[src/rtl/match_stage_ctrl.sv]
// Line sequencer for the match stage: dictionary flush, LINE_WORDS-beat accept, tag pipe of PIPE_DEPTH.
// Latency PIPE_DEPTH cycles accept-to-output; the whole tag pipe and intake freeze while output is stalled.
module match_stage_ctrl #(
  parameter int WIDTH      = 64,
  parameter int LINE_WORDS = 8,
  parameter int PIPE_DEPTH = 3
) (
  input  logic                          i_clk,
  input  logic                          i_reset,
  input  logic                          i_start,
  input  logic                          i_in_valid,
  input  logic [WIDTH-1:0]              i_in_data,
  output logic                          o_in_ready,
  output logic [WIDTH-1:0]              o_word,
  output logic                          o_dict_clear,
  output logic                          o_dict_wr_en,
  input  logic                          i_out_ready,
  output logic                          o_out_valid,
  output logic                          o_last,
  output logic [$clog2(LINE_WORDS):0]   o_beat_cnt,
  output logic                          o_busy,
  output logic                          o_done
);

  localparam int CW = $clog2(LINE_WORDS) + 1;
  localparam logic [CW-1:0] LAST_IDX = CW'(LINE_WORDS - 1);

  typedef enum logic [2:0] {
    S_IDLE,
    S_CLEAR,
    S_STREAM,
    S_DRAIN,
    S_DONE
  } state_t;

  state_t                state_q, state_d;
  logic [PIPE_DEPTH-1:0] vld_q, vld_d;
  logic [PIPE_DEPTH-1:0] last_q, last_d;
  logic [CW-1:0]         cnt_q, cnt_d;
  logic                  advance;
  logic                  in_ready;
  logic                  accept;

  always_comb begin
    advance  = !vld_q[PIPE_DEPTH-1] || i_out_ready;
    in_ready = (state_q == S_STREAM) && advance;
    accept   = i_in_valid && in_ready;

    state_d = state_q;
    vld_d   = vld_q;
    last_d  = last_q;
    cnt_d   = cnt_q;

    // Tag pipe shifts as a unit; a bubble enters stage 0 when nothing is accepted.
    if (advance) begin
      for (int i = PIPE_DEPTH - 1; i > 0; i--) begin
        vld_d[i]  = vld_q[i-1];
        last_d[i] = last_q[i-1];
      end
      vld_d[0]  = accept;
      last_d[0] = accept && (cnt_q == LAST_IDX);
    end

    case (state_q)
      S_IDLE: begin
        if (i_start) state_d = S_CLEAR;
      end
      S_CLEAR: begin
        cnt_d   = '0;
        state_d = S_STREAM;
      end
      S_STREAM: begin
        if (accept) begin
          cnt_d = cnt_q + 1'b1;
          if (cnt_q == LAST_IDX) state_d = S_DRAIN;
        end
      end
      S_DRAIN: begin
        if (vld_q[PIPE_DEPTH-1] && last_q[PIPE_DEPTH-1] && i_out_ready) state_d = S_DONE;
      end
      S_DONE: begin
        state_d = S_IDLE;
      end
      default: begin
        state_d = S_IDLE;
      end
    endcase
  end

  always_ff @(posedge i_clk) begin
    if (i_reset) begin
      state_q <= S_IDLE;
      vld_q   <= '0;
      last_q  <= '0;
      cnt_q   <= '0;
    end else begin
      state_q <= state_d;
      vld_q   <= vld_d;
      last_q  <= last_d;
      cnt_q   <= cnt_d;
    end
  end

  assign o_in_ready   = in_ready;
  assign o_word       = i_in_data;
  assign o_dict_clear = (state_q == S_CLEAR);
  assign o_dict_wr_en = accept;
  assign o_out_valid  = vld_q[PIPE_DEPTH-1];
  assign o_last       = last_q[PIPE_DEPTH-1];
  assign o_beat_cnt   = cnt_q;
  assign o_busy       = (state_q != S_IDLE);
  assign o_done       = (state_q == S_DONE);

endmodule

[config.mk]
export PLATFORM = sky130hd
export DESIGN_NAME = match_stage_ctrl
export DESIGN_NICKNAME = d
export VERILOG_FILES = /design/src/rtl/match_stage_ctrl.sv
export SDC_FILE = /design/constraint.sdc
export NUM_CORES = 1
export LEC_CHECK = 0
export BUFFER_PORTS_ARGS = -buffer_cell sky130_fd_sc_hd__buf_2
export CAP_MARGIN = 20
export CORE_MARGIN = 10
export CORE_UTILIZATION = 34
export DETAILED_ROUTE_END_ITERATION = 8
export PLACE_DENSITY = 0.87
export SLEW_MARGIN = 10
export SYNTH_ARGS = -nofsm -noshare
export SYNTH_HDL_FRONTEND = slang
export SYNTH_SLANG_ARGS = --single-unit
export TNS_END_PERCENT = 20
[constraint.sdc]
create_clock -name i_clk -period 3.4 [get_ports i_clk]
set_clock_uncertainty 0.2 [all_clocks]
set_input_delay 0.34 -clock i_clk [delete_from_list [all_inputs] [get_ports i_clk]]
set_output_delay 0.34 -clock i_clk [all_outputs]
set_load 0.01 [all_outputs]
======== Word level (Yosys, flattened, before mapping) ========
Cells that the tools add are included.
storage, ports and cells
  output and inout bits ................... 75
  input bits .............................. 69
  bits in writable memories ............... 0
  bits in registers ....................... 13
  word-level logic and storage cells ...... 33
  bits in read-only memories .............. 0
  bits in latches ......................... 0
  memories ................................ 0
cells by class
  bitwise operators ....................... 0
  equal/unequal tests ..................... 9
  shift operators ......................... 0
  reduce and logical (&&, ||, !) cells .... 12
  divide/modulo/power cells ............... 0
  order comparisons ....................... 0
  multiplexer cells ....................... 7
  add/sub/neg operators ................... 1
  multiply operators ...................... 0
operators with widths
  cell                                                    number
  2-to-1 mux 3 bit                                        4
  one-hot mux 3 bit (4 select lines)                      1
  one-hot mux 4 bit (2 select lines)                      1
  equality test 3 x 2 -> 1 bit (second input constant)    2
  inequality test 2 bit (second input constant)           3
  logical AND 1 bit                                       5
  adder 4 x 1 -> 4 bit (second input constant)            1
  equality test 4 x 3 -> 1 bit (second input constant)    1
  2-to-1 mux 4 bit                                        1
  AND reduction 4 bit                                     1
  equality test 3 x 1 -> 1 bit (second input constant)    1
  equality test 3 bit (second input constant)             1
  zero test 3 bit                                         1
  nonzero test 3 bit                                      1
  inequality test 2 x 1 -> 1 bit (second input constant)  1
  AND reduction 2 bit                                     1
  nonzero test 2 bit                                      1
  zero test 1 bit                                         1
  logical OR 1 bit                                        1

======== Depth between registers and ports, before layout ========
  word-level depth ........................ 6
  depth in mapped cells ................... 5
  mapped depth without buffers ............ 4

======== Least setup slack after synthesis ========
No wires, ideal clock.
  path type ............................... reg2reg
  from .................................... register state_q[1]
  to ...................................... register cnt_q[3] (netlist: o_beat_cnt[3])
  data required time ...................... 3079 ps
  stages on the path, launching flop included .. 6
  library setup time ...................... 121 ps
  clock period less this slack ............ 1830 ps
  setup slack ............................. 1570 ps
  arrival ................................. 1509 ps
  buffers on the path ..................... 2
  cells stage by stage .................... dfxtp_1 > buf_4 > or3b_1 > buf_2 > nor4_1 > mux2_2
on the way
  cells in the longest elaborated chain, start to end .. 5
  elaborated cells on any way between the ends .. 8
  classes of those cells .................. eq/ne: 3; mux: 1; reduce/logical: 4
RTL lines
  item                                    line    source
  start: declaration                      36      state_t state_q, state_d;
  start signal: assignment                97      state_q <= state_d;
  equality test 3 x 2 -> 1 bit            46, 64
  logical AND 1 bit                       46      in_ready = (state_q == S_STREAM) && advance;
  logical AND 1 bit                       47      accept = i_in_valid && in_ready;
  inequality test 2 bit (no source line)  -
  AND reduction 2 bit (no source line)    -
  end signal: assignment                  100     cnt_q <= cnt_d;
  end: declaration                        39      logic [CW-1:0] cnt_q, cnt_d;
Parallel ways exist; a longest one is shown, timed or not.
A chain may end at the register's enable or synchronous reset.

======== Final worst setup path ========
  from .................................... register vld_q[2]
  to ...................................... output o_in_ready
on the way
  cells in the longest elaborated chain, start to end .. 3
RTL lines
  item                      line  source
  start: declaration        37    logic [PIPE_DEPTH-1:0] vld_q, vld_d;
  start signal: assignment  98    vld_q <= vld_d;
  zero test 1 bit           45    advance = !vld_q[PIPE_DEPTH-1] || i_out_ready;
  logical OR 1 bit          45
  logical AND 1 bit         46
  end: declaration          13    output logic o_in_ready,
Every way passes these cells.

==> metrics.csv <==
stage,metric,value,unit
cells_and_area,final_common_cell,buf_2,
synth,syn_area,1100,um2
power,p_sw_share,28.8,%
critical_path,reg2reg_slack,1.44,ns
detailed_routing,route.met3.wl,264,um
synth,ys_seq_area_share,23.7,%
critical_path,startpoint,vld_q[2]$_SDFFE_PP0N_,
detailed_routing,wl_per_cell,14.0,um
die,rows,20,
critical_path,worstRegToRegCells,3,
clocking,cts_resized,0,
outcome,status,completed,
worst_hold_path,hold_class,in -> reg,
synth,ys_ff_latch,13,
global_routing,grt_antenna_before_repair,0,
clocking,htreeDepth,1,
sta,relSlewSlack,44.8,%
clocking,cts_buffer_depth,2,
clocking,insertion_delay,0.28,ns
power,p_int,0.221,mW
synth,synth_warnings,0,
critical_path,rr_endpoint,o_beat_cnt[3]$_SDFFE_PP0P_,
cells_and_area,drive_gt1_share,23.0,%
detailed_routing,ant_nets,0,
detailed_routing,drc_errors,0,
power,ir_drop,0.000246,V
cells_and_area,nets,158,
die,die_x,76.8,um
worst_hold_path,min_path_cells,2,
power,p_sw,0.0893,mW
sta,setup_tns,0,ns
synth,ys_types,30,
sta,hold_viol_final,0,
clocking,clkTransAtPathRegs,0.09,ns
power,power.share.clock,32.6,%
critical_path,critPathLaunchType,flop,
die,core-area,3080,um2
cells_and_area,antenna_cells,0,
synth,synth_fp_nets,207,
sta,slew_viol_final,0,
placed_design,gp_congestion,0.708,
clocking,root_buffer,clkbuf_4,
critical_path,r2r-start,state_q[1]$_SDFFE_PP0P_,
sta,period_minus_slack,2.11,ns
power,pwr-share-comb,13.9,%
sta,period_share,62.2,%
sta,fmax,0.473,GHz
critical_path,cp.arrival,1.57,ns
detailed_routing,drt_wl_total,1.84,mm
detailed_routing,vias_per_cell,4.62,
power,seqPwrFrac,53.5,%
power,powerDensity,418,nW/um2
detailed_routing,drtIter0Drc,43,
sta,worstMarginPinSlew,0.827,ns
detailed_routing,drt-met1-wl,790,um
sta,whs,0.160,ns
detailed_routing,vias,605,
global_routing,gr-total-overflow,0,
flow_run,drv_cap,0,
sta,setup_viol_count_final,0,
synth,syn_area_per_cell,8.02,um2
clocking,cts_num_sinks,13,
die,die_h,76.8,um
die,start_util,35.7,%
critical_path,cp_max_fo,14,
cells_and_area,final_cell_mix,"buf_2 (15), dfxtp_1 (13), nand2_1 (9)",
cells_and_area,area_growth,-32.3,%
die,io_pins,144,
critical_path,required,2.86,ns
global_routing,grt_pass1_vias,597,
placed_design,io_buffers,15,
clocking,tritoncts,done,
clocking,numCtsBuffers,3,
critical_path,endpoint_kind,output pin,
global_routing,grt_pass1_wl,2.94,mm
critical_path,path_class,reg -> out,
clocking,cts_setup_buffers,0,
global_routing,grt_use_total,6.21,%
critical_path,crit_path_end,o_in_ready,
detailed_routing,dr.pass1.iters,4,
die,dieArea,5900,um2
clocking,hold_buffers,0,
global_routing,grt_max_degree,15,
synth,netlist_instances,137,
detailed_routing,top_layer,met4,
detailed_routing,wl_met2,665,um
sta,rsz0062_at_grt,no,
placed_design,hpwl,1.37,mm
power,p_leak,0.304,nW
kinds of logic after synthesis:
family / count (synthesis) / synth area share, %
fa+ha+maj: 1 / 1.14
compound gates: 15 / 8.31
buf+inv: 72 / 47.6
mux: 1 / 1.02
simple gates: 35 / 18.2
flops: 13 / 23.7
flip-flops by register name, indices dropped and copies added (netlist names):
name / flops
o_beat_cnt: 4
last_q: 3
vld_q: 3
state_q: 3
cells in the mapped netlist:
library cell / number / area, um2
nor3_1: 1 / 5.00
or4_1: 2 / 15.0
and3_1: 1 / 6.26
or3_1: 1 / 6.26
or3b_1: 1 / 8.76
buf_6: 1 / 11.3
nand2b_1: 3 / 18.8
buf_2: 1 / 5.00
nand2_1: 9 / 33.8
a31oi_1: 1 / 6.26
and4_1: 1 / 8.76
nand3_1: 2 / 10.0
or3b_2: 1 / 8.76
a221oi_1: 1 / 8.76
nor3b_1: 3 / 22.5
nor2b_1: 2 / 12.5
o31ai_1: 3 / 22.5
nor4_1: 1 / 6.26
nor2_1: 4 / 15.0
inv_1: 3 / 11.3
dfxtp_1: 13 / 260
ha_1: 1 / 12.5
a21oi_1: 8 / 40.0
nand4_1: 2 / 12.5
o21ai_0: 1 / 5.00
or4b_1: 1 / 10.0
o311ai_0: 1 / 8.76
buf_4: 65 / 488
mux2_2: 1 / 11.3
clkbuf_1: 2 / 7.51
metrics by stage:
stage / util [%] / instances / setup WS [ns] / total power [mW] / cell area [um2]
finish: 24.1 / 131 / 1.29 / 0.311 / 743
global route: 24.1 / 131 / 1.05 / 0.326 / 743
CTS: 24.1 / 131 / 1.29 / 0.312 / 743
detailed placement: 23.3 / 127 / 1.44 / 0.213 / 717
global placement: 23.3 / 127 / 1.51 / 0.212 / 717
floorplan: - / 137 / 1.57 / 0.280 / 1100
area by class of cell:
cell class / count / area (um2)
Multi-Input combinational cell: 52 / 315
Inverter: 3 / 11.3
Tap cell: 44 / 55.1
Sequential cell: 13 / 260
Clock buffer: 4 / 26.3
Fill cell: 344 / 2330
Timing Repair Buffer: 15 / 75.1
routing by layer:
| metal | vias to the layer above | global-route usage [%] |
|---|---|---|
| met1 | 261 | 6.21 |
| met3 | 20 | 5.24 |
| met4 | 0 | 5.76 |
| met5 | - | 0 |
| li1 | 291 | - |
| met2 | 33 | 7.67 |
worst max-delay path, stage by stage, from the launching register on:
cell     delay, ns
dfxtp_1       0.37
nor2b_1       0.68
nor2_1        0.07
buf_2         0.17
worst min-delay path by stage:
stage	start	end	slack, ns
2_1_floorplan	last_q[1]$_SDFFE_PP0N_	last_q[1]$_SDFFE_PP0N_	0.23
3_3_place_gp	last_q[1]$_SDFFE_PP0N_	last_q[1]$_SDFFE_PP0N_	0.24
3_5_place_dp	last_q[1]$_SDFFE_PP0N_	last_q[1]$_SDFFE_PP0N_	0.25
4_1_cts	i_reset	o_beat_cnt[1]$_SDFFE_PP0P_	0.15
5_1_grt	i_reset	last_q[1]$_SDFFE_PP0N_	0.18
6_report	i_reset	o_beat_cnt[1]$_SDFFE_PP0P_	0.16
power by group through the flow:
stage | Combinational, mW | Sequential [mW] | Clock [mW]
2_1_floorplan | 0.116 | 0.164 | 0
4_1_cts | 0.0440 | 0.166 | 0.102
5_1_grt | 0.0497 | 0.168 | 0.109
6_report | 0.0433 | 0.166 | 0.101
3_3_place_gp | 0.0431 | 0.169 | 0
3_5_place_dp | 0.0438 | 0.170 | 0
No activity file was read; power rests on OpenSTA's default activity.
